--- config.mk ---
export PLATFORM = sky130hd
export DESIGN_NAME = gpu_command_scheduler_flat
export DESIGN_NICKNAME = d
export VERILOG_FILES = /design/src/rtl/gpu_command_scheduler_if.sv /design/src/rtl/gpu_command_scheduler.sv /design/src/flat_wrapper.sv
export SDC_FILE = /design/constraint.sdc
export NUM_CORES = 1
export LEC_CHECK = 0
export BUFFER_PORTS_ARGS = -buffer_cell sky130_fd_sc_hd__buf_2
export CORE_UTILIZATION = 45
export DETAILED_ROUTE_END_ITERATION = 10
export GPL_TIMING_DRIVEN = 0
export PLACE_DENSITY_LB_ADDON = 0.15
export SKIP_CTS_REPAIR_TIMING = 1
export SLEW_MARGIN = 20
export SYNTH_ARGS = -nofsm -noshare
export SYNTH_HDL_FRONTEND = slang
export SYNTH_SLANG_ARGS = --single-unit
--- constraint.sdc ---
create_clock -name i_clk -period 6.25 [get_ports i_clk]
set_clock_uncertainty 0.2 [all_clocks]
set_input_delay 0 -clock i_clk [delete_from_list [all_inputs] [get_ports i_clk]]
set_output_delay 0 -clock i_clk [all_outputs]
set_load 0.02 [all_outputs]
--- src/rtl/gpu_command_scheduler_if.sv ---
// Instruction-in / framebuffer-write-out bundle for the GPU command scheduler.
// Latency: none; this is only wiring.
// Backpressure: i_instruction_ready/o_instruction_ack handshake; o_fifo_full mirrors queue state.
interface gpu_command_scheduler_if #(
  parameter int ADDR_W = 15
);
  logic [31:0]       i_instruction;
  logic              i_instruction_ready;
  logic              o_instruction_ack;
  logic              o_fifo_full;
  logic              o_fb_we;
  logic [ADDR_W-1:0] o_fb_addr;
  logic [11:0]       o_fb_wdata;

  // Host side: offers instructions and watches framebuffer writes.
  modport master (
    output i_instruction, i_instruction_ready,
    input  o_instruction_ack, o_fifo_full, o_fb_we, o_fb_addr, o_fb_wdata
  );

  // Scheduler side.
  modport slave (
    input  i_instruction, i_instruction_ready,
    output o_instruction_ack, o_fifo_full, o_fb_we, o_fb_addr, o_fb_wdata
  );
endinterface

--- src/rtl/gpu_command_scheduler.sv ---
// Queues 32-bit GPU instructions and turns them into framebuffer pixel writes (plot/fill/clear).
// Latency: word accepted in cycle N is decoded at N+1; first pixel write at N+2 with display idle.
// Backpressure: ack drops while the FIFO is full; writes stall in any cycle the display claims the port.
module gpu_command_scheduler #(
  parameter int FB_W       = 160,
  parameter int FB_H       = 120,
  parameter int ADDR_W     = 15,
  parameter int FIFO_DEPTH = 4
) (
  input  logic                   i_clk,
  input  logic                   i_reset,
  gpu_command_scheduler_if.slave bus,
  input  logic                   i_disp_active,
  output logic                   o_busy,
  output logic                   o_error
);

  localparam int PTR_W = (FIFO_DEPTH > 1) ? $clog2(FIFO_DEPTH) : 1;
  localparam int CNT_W = PTR_W + 1;
  localparam logic [CNT_W-1:0]  DEPTH_C = CNT_W'(FIFO_DEPTH);
  localparam logic [10:0]       W_LIM   = 11'(FB_W);
  localparam logic [10:0]       H_LIM   = 11'(FB_H);
  localparam logic [ADDR_W-1:0] W_STEP  = ADDR_W'(FB_W);

  localparam logic [3:0] OP_NOP        = 4'h0;
  localparam logic [3:0] OP_SET_COLOR  = 4'h1;
  localparam logic [3:0] OP_PLOT       = 4'h2;
  localparam logic [3:0] OP_SET_ORIGIN = 4'h3;
  localparam logic [3:0] OP_FILL       = 4'h4;
  localparam logic [3:0] OP_CLEAR      = 4'h5;

  typedef enum logic [1:0] {S_IDLE, S_PLOT, S_FILL} state_t;

  typedef struct packed {
    logic [3:0] opcode;
    logic [7:0] rsvd;
    logic [9:0] a;   // x / width
    logic [9:0] b;   // y / height
  } instr_t;

  // y*FB_W as a constant shift-add so no multiplier is built.
  function automatic logic [ADDR_W-1:0] row_of(input logic [10:0] y);
    logic [ADDR_W-1:0] acc;
    acc = '0;
    for (int i = 0; i < ADDR_W; i++) begin
      if (W_STEP[i]) acc = acc + (ADDR_W'(y) << i);
    end
    return acc;
  endfunction

  // ---------------- instruction FIFO ----------------
  instr_t            fifo_mem [FIFO_DEPTH];
  logic [PTR_W-1:0]  wr_ptr, rd_ptr;
  logic [CNT_W-1:0]  count;
  logic              fifo_full, fifo_empty, push, pop;
  instr_t            head;
  state_t            state, state_nxt;

  assign fifo_full  = (count == DEPTH_C);
  assign fifo_empty = (count == '0);
  assign push       = bus.i_instruction_ready && !fifo_full;
  assign pop        = (state == S_IDLE) && !fifo_empty;
  assign head       = fifo_mem[rd_ptr];

  assign bus.o_instruction_ack = push;
  assign bus.o_fifo_full       = fifo_full;

  // FIFO pointers and occupancy; simultaneous push and pop leave the count unchanged.
  always_ff @(posedge i_clk) begin
    if (i_reset) begin
      wr_ptr <= '0;
      rd_ptr <= '0;
      count  <= '0;
    end else begin
      if (push) wr_ptr <= wr_ptr + PTR_W'(1);
      if (pop)  rd_ptr <= rd_ptr + PTR_W'(1);
      case ({push, pop})
        2'b10:   count <= count + CNT_W'(1);
        2'b01:   count <= count - CNT_W'(1);
        default: count <= count;
      endcase
    end
  end

  // FIFO storage; contents need no reset since the pointers gate every read.
  always_ff @(posedge i_clk) begin
    if (push) fifo_mem[wr_ptr] <= bus.i_instruction;
  end

  // ---------------- drawing state ----------------
  logic [11:0]       colour;
  logic [9:0]        ox, oy;
  logic [10:0]       cx, cy, x0, xl, yl;
  logic [ADDR_W-1:0] row_base, addr;
  logic [11:0]       wdata;
  logic              error_q;

  // Decode of the FIFO head: clipped rectangle bounds and first pixel address.
  logic [10:0]       dec_x0, dec_y0, dec_xl, dec_yl, x_end, y_end;
  logic              dec_empty;
  logic [ADDR_W-1:0] dec_row, dec_addr;
  logic              unused_rsvd;

  assign unused_rsvd = ^head.rsvd;

  // Bounds are 11 bits wide so origin+size can never overflow and wrap around.
  always_comb begin
    dec_x0 = '0;
    dec_y0 = '0;
    dec_xl = W_LIM;
    dec_yl = H_LIM;
    x_end  = {1'b0, ox} + {1'b0, head.a};
    y_end  = {1'b0, oy} + {1'b0, head.b};
    if (head.opcode == OP_PLOT) begin
      dec_x0 = {1'b0, head.a};
      dec_y0 = {1'b0, head.b};
    end else if (head.opcode == OP_FILL) begin
      dec_x0 = {1'b0, ox};
      dec_y0 = {1'b0, oy};
      dec_xl = (x_end > W_LIM) ? W_LIM : x_end;
      dec_yl = (y_end > H_LIM) ? H_LIM : y_end;
    end
    dec_empty = (dec_x0 >= dec_xl) || (dec_y0 >= dec_yl);
    dec_row   = row_of(dec_y0);
    dec_addr  = dec_row + ADDR_W'(dec_x0);
  end

  // FSM control signals.
  logic        ld_cmd, step_x, step_row, set_color, set_origin, set_err, fb_we_c;
  logic [10:0] cx_inc, cy_inc;

  assign cx_inc = cx + 11'd1;
  assign cy_inc = cy + 11'd1;

  // State register; reset abandons any plot or fill in progress.
  always_ff @(posedge i_clk) begin
    if (i_reset) state <= S_IDLE;
    else         state <= state_nxt;
  end

  // Next state and per-cycle actions: decode on pop, one pixel per display-free cycle.
  always_comb begin
    state_nxt  = state;
    ld_cmd     = 1'b0;
    step_x     = 1'b0;
    step_row   = 1'b0;
    set_color  = 1'b0;
    set_origin = 1'b0;
    set_err    = 1'b0;
    fb_we_c    = 1'b0;
    case (state)
      S_IDLE: begin
        if (pop) begin
          case (head.opcode)
            OP_NOP:        ;
            OP_SET_COLOR:  set_color  = 1'b1;
            OP_SET_ORIGIN: set_origin = 1'b1;
            OP_PLOT: begin
              if (!dec_empty) begin
                ld_cmd    = 1'b1;
                state_nxt = S_PLOT;
              end
            end
            OP_FILL, OP_CLEAR: begin
              if (!dec_empty) begin
                ld_cmd    = 1'b1;
                state_nxt = S_FILL;
              end
            end
            default:       set_err = 1'b1;
          endcase
        end
      end
      S_PLOT: begin
        if (!i_disp_active) begin
          fb_we_c   = 1'b1;
          state_nxt = S_IDLE;
        end
      end
      S_FILL: begin
        if (!i_disp_active) begin
          fb_we_c = 1'b1;
          if (cx_inc < xl)      step_x    = 1'b1;
          else if (cy_inc < yl) step_row  = 1'b1;
          else                  state_nxt = S_IDLE;
        end
      end
      default: state_nxt = S_IDLE;
    endcase
  end

  // Colour/origin registers, cursor, row base and the registered address/data.
  always_ff @(posedge i_clk) begin
    if (i_reset) begin
      colour   <= '0;
      ox       <= '0;
      oy       <= '0;
      cx       <= '0;
      cy       <= '0;
      x0       <= '0;
      xl       <= '0;
      yl       <= '0;
      row_base <= '0;
      addr     <= '0;
      wdata    <= '0;
      error_q  <= 1'b0;
    end else begin
      if (set_color) colour <= head[11:0];
      if (set_origin) begin
        ox <= head.a;
        oy <= head.b;
      end
      if (set_err) error_q <= 1'b1;
      if (ld_cmd) begin
        cx       <= dec_x0;
        cy       <= dec_y0;
        x0       <= dec_x0;
        xl       <= dec_xl;
        yl       <= dec_yl;
        row_base <= dec_row;
        addr     <= dec_addr;
        wdata    <= colour;
      end
      if (step_x) begin
        cx   <= cx_inc;
        addr <= addr + ADDR_W'(1);
      end
      if (step_row) begin
        cx       <= x0;
        cy       <= cy_inc;
        row_base <= row_base + W_STEP;
        addr     <= row_base + W_STEP + ADDR_W'(x0);
      end
    end
  end

  // Strobe comes from the state register, qualified by the live display claim so it never collides with scan-out.
  assign bus.o_fb_we    = fb_we_c;
  assign bus.o_fb_addr  = addr;
  assign bus.o_fb_wdata = wdata;
  assign o_busy         = !fifo_empty || (state != S_IDLE);
  assign o_error        = error_q;

endmodule

--- src/flat_wrapper.sv ---
// flat-port wrapper written by rule: the top's interface ports become plain ports
module gpu_command_scheduler_flat 
#(
  parameter int FB_W       = 160,
  parameter int FB_H       = 120,
  parameter int ADDR_W     = 15,
  parameter int FIFO_DEPTH = 4
)
  (i_clk, i_reset, i_disp_active, o_busy, o_error, bus_i_instruction, bus_i_instruction_ready, bus_o_instruction_ack, bus_o_fifo_full, bus_o_fb_we, bus_o_fb_addr, bus_o_fb_wdata);
  gpu_command_scheduler_if #(.ADDR_W(ADDR_W)) bus_i ();
  input  logic i_clk;
  input  logic i_reset;
  input  logic i_disp_active;
  output logic o_busy;
  output logic o_error;
  input wire logic [$bits(bus_i.i_instruction)-1:0] bus_i_instruction;
  input wire logic [$bits(bus_i.i_instruction_ready)-1:0] bus_i_instruction_ready;
  output wire logic [$bits(bus_i.o_instruction_ack)-1:0] bus_o_instruction_ack;
  output wire logic [$bits(bus_i.o_fifo_full)-1:0] bus_o_fifo_full;
  output wire logic [$bits(bus_i.o_fb_we)-1:0] bus_o_fb_we;
  output wire logic [$bits(bus_i.o_fb_addr)-1:0] bus_o_fb_addr;
  output wire logic [$bits(bus_i.o_fb_wdata)-1:0] bus_o_fb_wdata;
  assign bus_i.i_instruction = bus_i_instruction;
  assign bus_i.i_instruction_ready = bus_i_instruction_ready;
  assign bus_o_instruction_ack = bus_i.o_instruction_ack;
  assign bus_o_fifo_full = bus_i.o_fifo_full;
  assign bus_o_fb_we = bus_i.o_fb_we;
  assign bus_o_fb_addr = bus_i.o_fb_addr;
  assign bus_o_fb_wdata = bus_i.o_fb_wdata;
  gpu_command_scheduler #(.FB_W(FB_W), .FB_H(FB_H), .ADDR_W(ADDR_W), .FIFO_DEPTH(FIFO_DEPTH)) u_core (.i_clk(i_clk), .i_reset(i_reset), .bus(bus_i), .i_disp_active(i_disp_active), .o_busy(o_busy), .o_error(o_error));
endmodule
---- Yosys cells after proc, flatten, opt, wreduce, memory -nomap -nowiden ----
Memories as Yosys holds them, arrays and structs flattened. A register that Yosys moved wholly into a read port is not among the register bits.
Index checks and enable logic that the tools add are counted.
storage, ports and cells
  memories ................................ 1
  bits of input ports ..................... 36
  word-level logic and storage cells ...... 128
  register bits after elaboration ......... 139
  bits in writable memories ............... 128
cells by class
  reduce and logical (&&, ||, !) cells .... 18
  muxes and demuxes ....................... 56
  order comparisons ....................... 6
  equality and inequality tests ........... 18
  $add $sub $neg .......................... 13
memory list
  name             depth  bits a word  rd ports  clocked after Yosys merged registers in  write ports  line                         source
  u_core.fifo_mem  4      32           1         1                                        1            gpu_command_scheduler.sv:52  instr_t fifo_mem [FIFO_DEPTH];
operators by type and width
  kind                                                                               number
  11-bit 2-to-1 mux                                                                  13
  15-bit 2-to-1 mux                                                                  5
  15-bit by 11-bit adder with 15-bit output                                          2
  1-bit 2-to-1 mux                                                                   24
  10-bit by 10-bit adder with 11-bit output                                          2
  11-bit by 1-bit adder with 11-bit output (second input constant)                   2
  11-bit greater-or-equal comparator                                                 2
  11-bit less-than comparator                                                        2
  10-bit 2-to-1 mux                                                                  2
  2-bit 2-to-1 mux                                                                   9
  15-bit by 1-bit adder with 15-bit output (second input constant)                   1
  15-bit adder                                                                       1
  15-bit by 8-bit adder with 15-bit output (second input constant)                   1
  11-bit by 7-bit greater-than comparator with 1-bit output (second input constant)  1
  11-bit by 8-bit greater-than comparator with 1-bit output (second input constant)  1
  3-bit inequality test (second input constant)                                      3
  4-bit by 2-bit equality test with 1-bit output (second input constant)             2
  4-bit by 3-bit equality test with 1-bit output (second input constant)             2
  2-bit inequality test (second input constant)                                      4
  8-bit AND reduction                                                                1
  2-bit case mux with 3 select lines                                                 1
  3-bit case mux with 2 select lines                                                 1
  2-bit nonzero test                                                                 3
  6-bit OR reduction                                                                 1
  18 further kinds                                                                   25

---- Logic depth before layout (Yosys ltp) ----
  depth in word-level cells ............... 14
  depth in mapped cells ................... 25
  mapped depth without buffers ............ 21

---- Worst setup path before layout ----
Ideal clock, no wire load.
  path type ............................... register to register
  start ................................... reg with a tool-made name
  end ..................................... reg u_core.addr[2], in the netlist u_core.bus.o_fb_addr[2]
  required time ........................... 5.918 ns
  arrival time ............................ 5.789 ns
  path slack .............................. 0.129 ns
  stages on the path, launching flop included .. 24
  library setup time ...................... 0.132 ns
  cells stage by stage .................... dfxtp_1 -> buf_2 -> buf_2 -> buf_2 -> mux4_2 -> ha_1 -> a21o_1 -> a21oi_1 -> o21bai_1 -> a21oi_1 -> nor4_1 -> o311ai_0 -> a31o_2 -> or2_2 -> ha_1 -> nand3_1 -> nor3_1 -> a2111oi_0 -> o31ai_1 -> or4_4 -> buf_2 -> o31ai_2 -> a2bb2oi_1 -> nor3_1
RTL lines
  item                  line                          source
  end signal, assigned  gpu_command_scheduler.sv:221  addr <= dec_addr;
  end signal, assigned  gpu_command_scheduler.sv:226  addr <= addr + ADDR_W'(1);
  end signal, assigned  gpu_command_scheduler.sv:232  addr <= row_base + W_STEP + ADDR_W'(x0);
  end, declared         gpu_command_scheduler.sv:94   logic [ADDR_W-1:0] row_base, addr;

==> run_results.csv <==
group,metric,value,unit
routing,vias,9514,
final_layout,utilization,0.536,
synthesis,synthTopCellsByArea,"edfxtp_1 23%, dfxtp_1 22%, ha_1 9.0%",
timing,finalMaxSlewViolations,0,
synthesis,synth_most_common_cell,"nor2_1",
synthesis,netlist_instances,1206,
floorplan,initial_core_util,0.460,
hold_path,hold_class,"input port to flip-flop",
final_layout,drive_above_1_share,0.142,
routing,avgRoutedWirePerCell,19.3,µm
synthesis,synth_commonest_cells,"147 x nor2_1, 135 x dfxtp_1, 96 x edfxtp_1, 89 x ha_1, 65 x inv_1",
synthesis,yosysWarnings,0,
clock_network,clock_latency,0.55,ns
final_layout,fillers,2457,
clock_network,clock_sinks,231,
outcome,status,"finished clean",
timing,fmaxAchievable,166,MHz
clock_network,clkSlewWorstSetupHoldPaths,0.06,ns
routing,via_per_inst,5.62,
synthesis,synth-simple-area-share,0.137,
timing,relSlewSlack,0.338,
synthesis,synth_edf_count,96,
clock_network,htree_num_levels,1,
final_layout,synthToLayoutAreaGrowth,16.5,%
synthesis,synth-seq-cells,231,
synthesis,synth_compound_area_frac,0.147,
timing,setup-tns-final,0,ns
floorplan,die_height,168,µm
synthesis,synth_xor_area_frac,0.0479,
synthesis,synth_adder_area_share,0.0976,
floorplan,fp.dieArea,0.0283,mm²
timing,fin_worst_hold_slack,0.00493,ns
critical_path,crit_required,6.44,ns
synthesis,syn_area,0.0124,mm²
placement,gp_congestion,0.894,
clock_network,cts_tree,"yes",
global_route,gr-total-overflow,0,
synthesis,yosys.area.top_type,"edfxtp_1",
routing,ant_nets,0,
global_route,grt_pass1_wl,50.9,mm
placement,port_buffers,59,
global_route,antenna_found_initial,0,
synthesis,ys_types,75,
power_and_ir_drop,cellPowerDensity,378,mW/mm²
synthesis,seq_area_frac_synth,0.449,
timing,period_minus_slack,6.02,ns
critical_path,critPathCaptureType,"flip-flop",
power_and_ir_drop,peakVddDrop,0.251,mV
synthesis,synth_top_family_by_area,"compound AO/OA/AOI/OAI gates",
final_layout,antenna_cells,0,
timing,worst_slew_pin_slew,0.994,ns
critical_path,worstSetupPathType,"flip-flop to flip-flop",
floorplan,coreArea,0.0270,mm²
critical_path,start_kind,"flip-flop",
clock_network,cts_buffer_depth,3,
power_and_ir_drop,p_leak,5.84,nW
synthesis,avgSynthCellArea,10.3,µm²
global_route,grt_max_degree,25,
synthesis,synthArstFlopShare,0,
clock_network,tritoncts.num_buffers,26,
floorplan,io_pins,68,
timing,post-route-period-util,0.963,
placement,hpwl,23.9,mm
critical_path,worstPathArrival,6.21,ns
global_route,grt_pass1_vias,9170,
timing,setup_viol,0,
routing,drt-initial-drc-count,595,
final_layout,fin_cells,1693,
final_layout,fin_nets,1464,
routing,wl,32.7,mm
synthesis,synth_top_area_frac,0.232,
synthesis,synth_flop_cell,"dfxtp_1",
routing,drc,0,
routing,dr.pass1.iters,5,
timing,hold_viol_final,0,
synthesis,synthMuxAreaShare,0.0816,
clock_network,clock-root-buffer,"clkbuf_16",
floorplan,rows,60,
global_route,grt_use_total,0.232,
critical_path,cp_max_fo,10,
floorplan,die_w,168,µm
run,maxCapViolCount,0,
placement,dpl.cell_count,1610,
-- per-stage QoR --
step	setup WS, ns	cell area, µm²	power [mW]
3_3_place_gp	-1.50	13200	3.92
5_1_grt	-0.0708	14500	5.78
4_1_cts	-1.57	14000	5.40
3_5_place_dp	-1.55	13200	3.94
6_report	0.231	14500	5.47
2_1_floorplan	0.129	12400	3.37
-- cell type report --
type	instances	area, µm²	area share
Tap cell	341	427	0.0295
Inverter	65	244	0.0168
Clock inverter	14	123	0.00847
Timing Repair Buffer	97	653	0.0451
Buffer	58	299	0.0206
Multi-Input combinational cell	855	6470	0.447
Sequential cell	231	5590	0.386
Clock buffer	32	683	0.0472
-- state kept, by name, indices dropped and copies added, names as in the netlist, named ones only --
name and flops:
u_core.cx 11, u_core.yl 11, u_core.bus.o_fb_wdata 12, u_core.x0 10
u_core.rd_ptr 2, u_core.wr_ptr 2, u_core.cy 11, u_core.state 2
u_core.oy 10, u_core.xl 11, u_core.colour 12, u_core.count 3
u_core.row_base 10, u_core.bus.o_fb_addr 15, u_core.o_error 1, u_core.fifo_mem 96
u_core.ox 10
-- worst max-delay path, stage by stage, from the launching register on --
cell and delay (ns):
dfxtp_1 0.32, buf_6 0.15, buf_12 0.17, buf_12 0.16, mux4_2 0.54, ha_1 0.35
nor2b_1 0.15, o21a_1 0.17, o21ai_0 0.15, nand2b_1 0.11, nor4_2 0.26, o311ai_2 0.16
a31o_2 0.32, or2_2 0.29, ha_1 0.31, o211ai_1 0.16, a21oi_1 0.08, nor4_2 0.24
o31ai_2 0.16, or4_4 0.64, buf_6 0.20, buf_4 0.22, a211oi_1 0.26, a211oi_1 0.07
-- report_power, final --
| part | total (mW) | switching, mW | internal (mW) |
|---|---|---|---|
| Combinational | 2.07 | 1.24 | 0.833 |
| Clock | 1.45 | 0.634 | 0.821 |
| Sequential | 1.95 | 0.154 | 1.79 |
| Total | 5.47 | 2.02 | 3.45 |
-- logic make-up (layout without fill, tap and decap cells) --
kind of cell / after synthesis / after routing
AO/OA/AOI/OAI: 274 / 274
XOR/XNOR: 68 / 68
adder cells (fa/ha/maj): 94 / 94
buffers and inverters: 124 / 266
flip-flops: 231 / 231
multiplexers: 71 / 71
other: 1 / 5
AND/OR/NAND/NOR: 343 / 343
-- routing by layer --
layer	up-vias	routed length, µm	global-route usage
met5	-	0	0
met4	0	951	0.0747
met3	61	1250	0.0244
met2	203	15300	0.391
met1	4571	15100	0.314
li1	4679	-	-
-- cells in the final DEF (no fill, tap or decap), drive strengths merged, types with 5 or more instances in the layout --
master,count
nor2,147
dfxtp,135
edfxtp,96
ha,89
buf,86
clkbuf,72
inv,66
a21oi,64
o21ai,60
xnor2,46
mux2i,44
nand2,40
a211oi,38
nand3,31
dlygate4sd3,29
nor3,26
mux4,24
and3,24
xor2,22
a21o,15
o211ai,15
a22oi,14
a22o,13
and2,11
nand3b,10
clkinv,10
nor2b,9
nand4,8
o21a,7
nand2b,7
nor4,7
or3,6
a32oi,6
or2,5
fa,5
conb,5
-- final timing paths --
| path | from | end | slack [ns] | cells after the start |
|---|---|---|---|---|
| max | flip-flop | u_core.row_base[13] | 0.23 | 23 |
| min | bus_i_instruction[11] | u_core.fifo_mem[2][11] | 0.005 | 2 |
| max reg2reg | flip-flop | u_core.row_base[13] | 0.23 | 23 |
| min reg2reg | u_core.yl[9] | u_core.yl[9] | 0.25 | 2 |
Power figures use the tool's default switching activity.
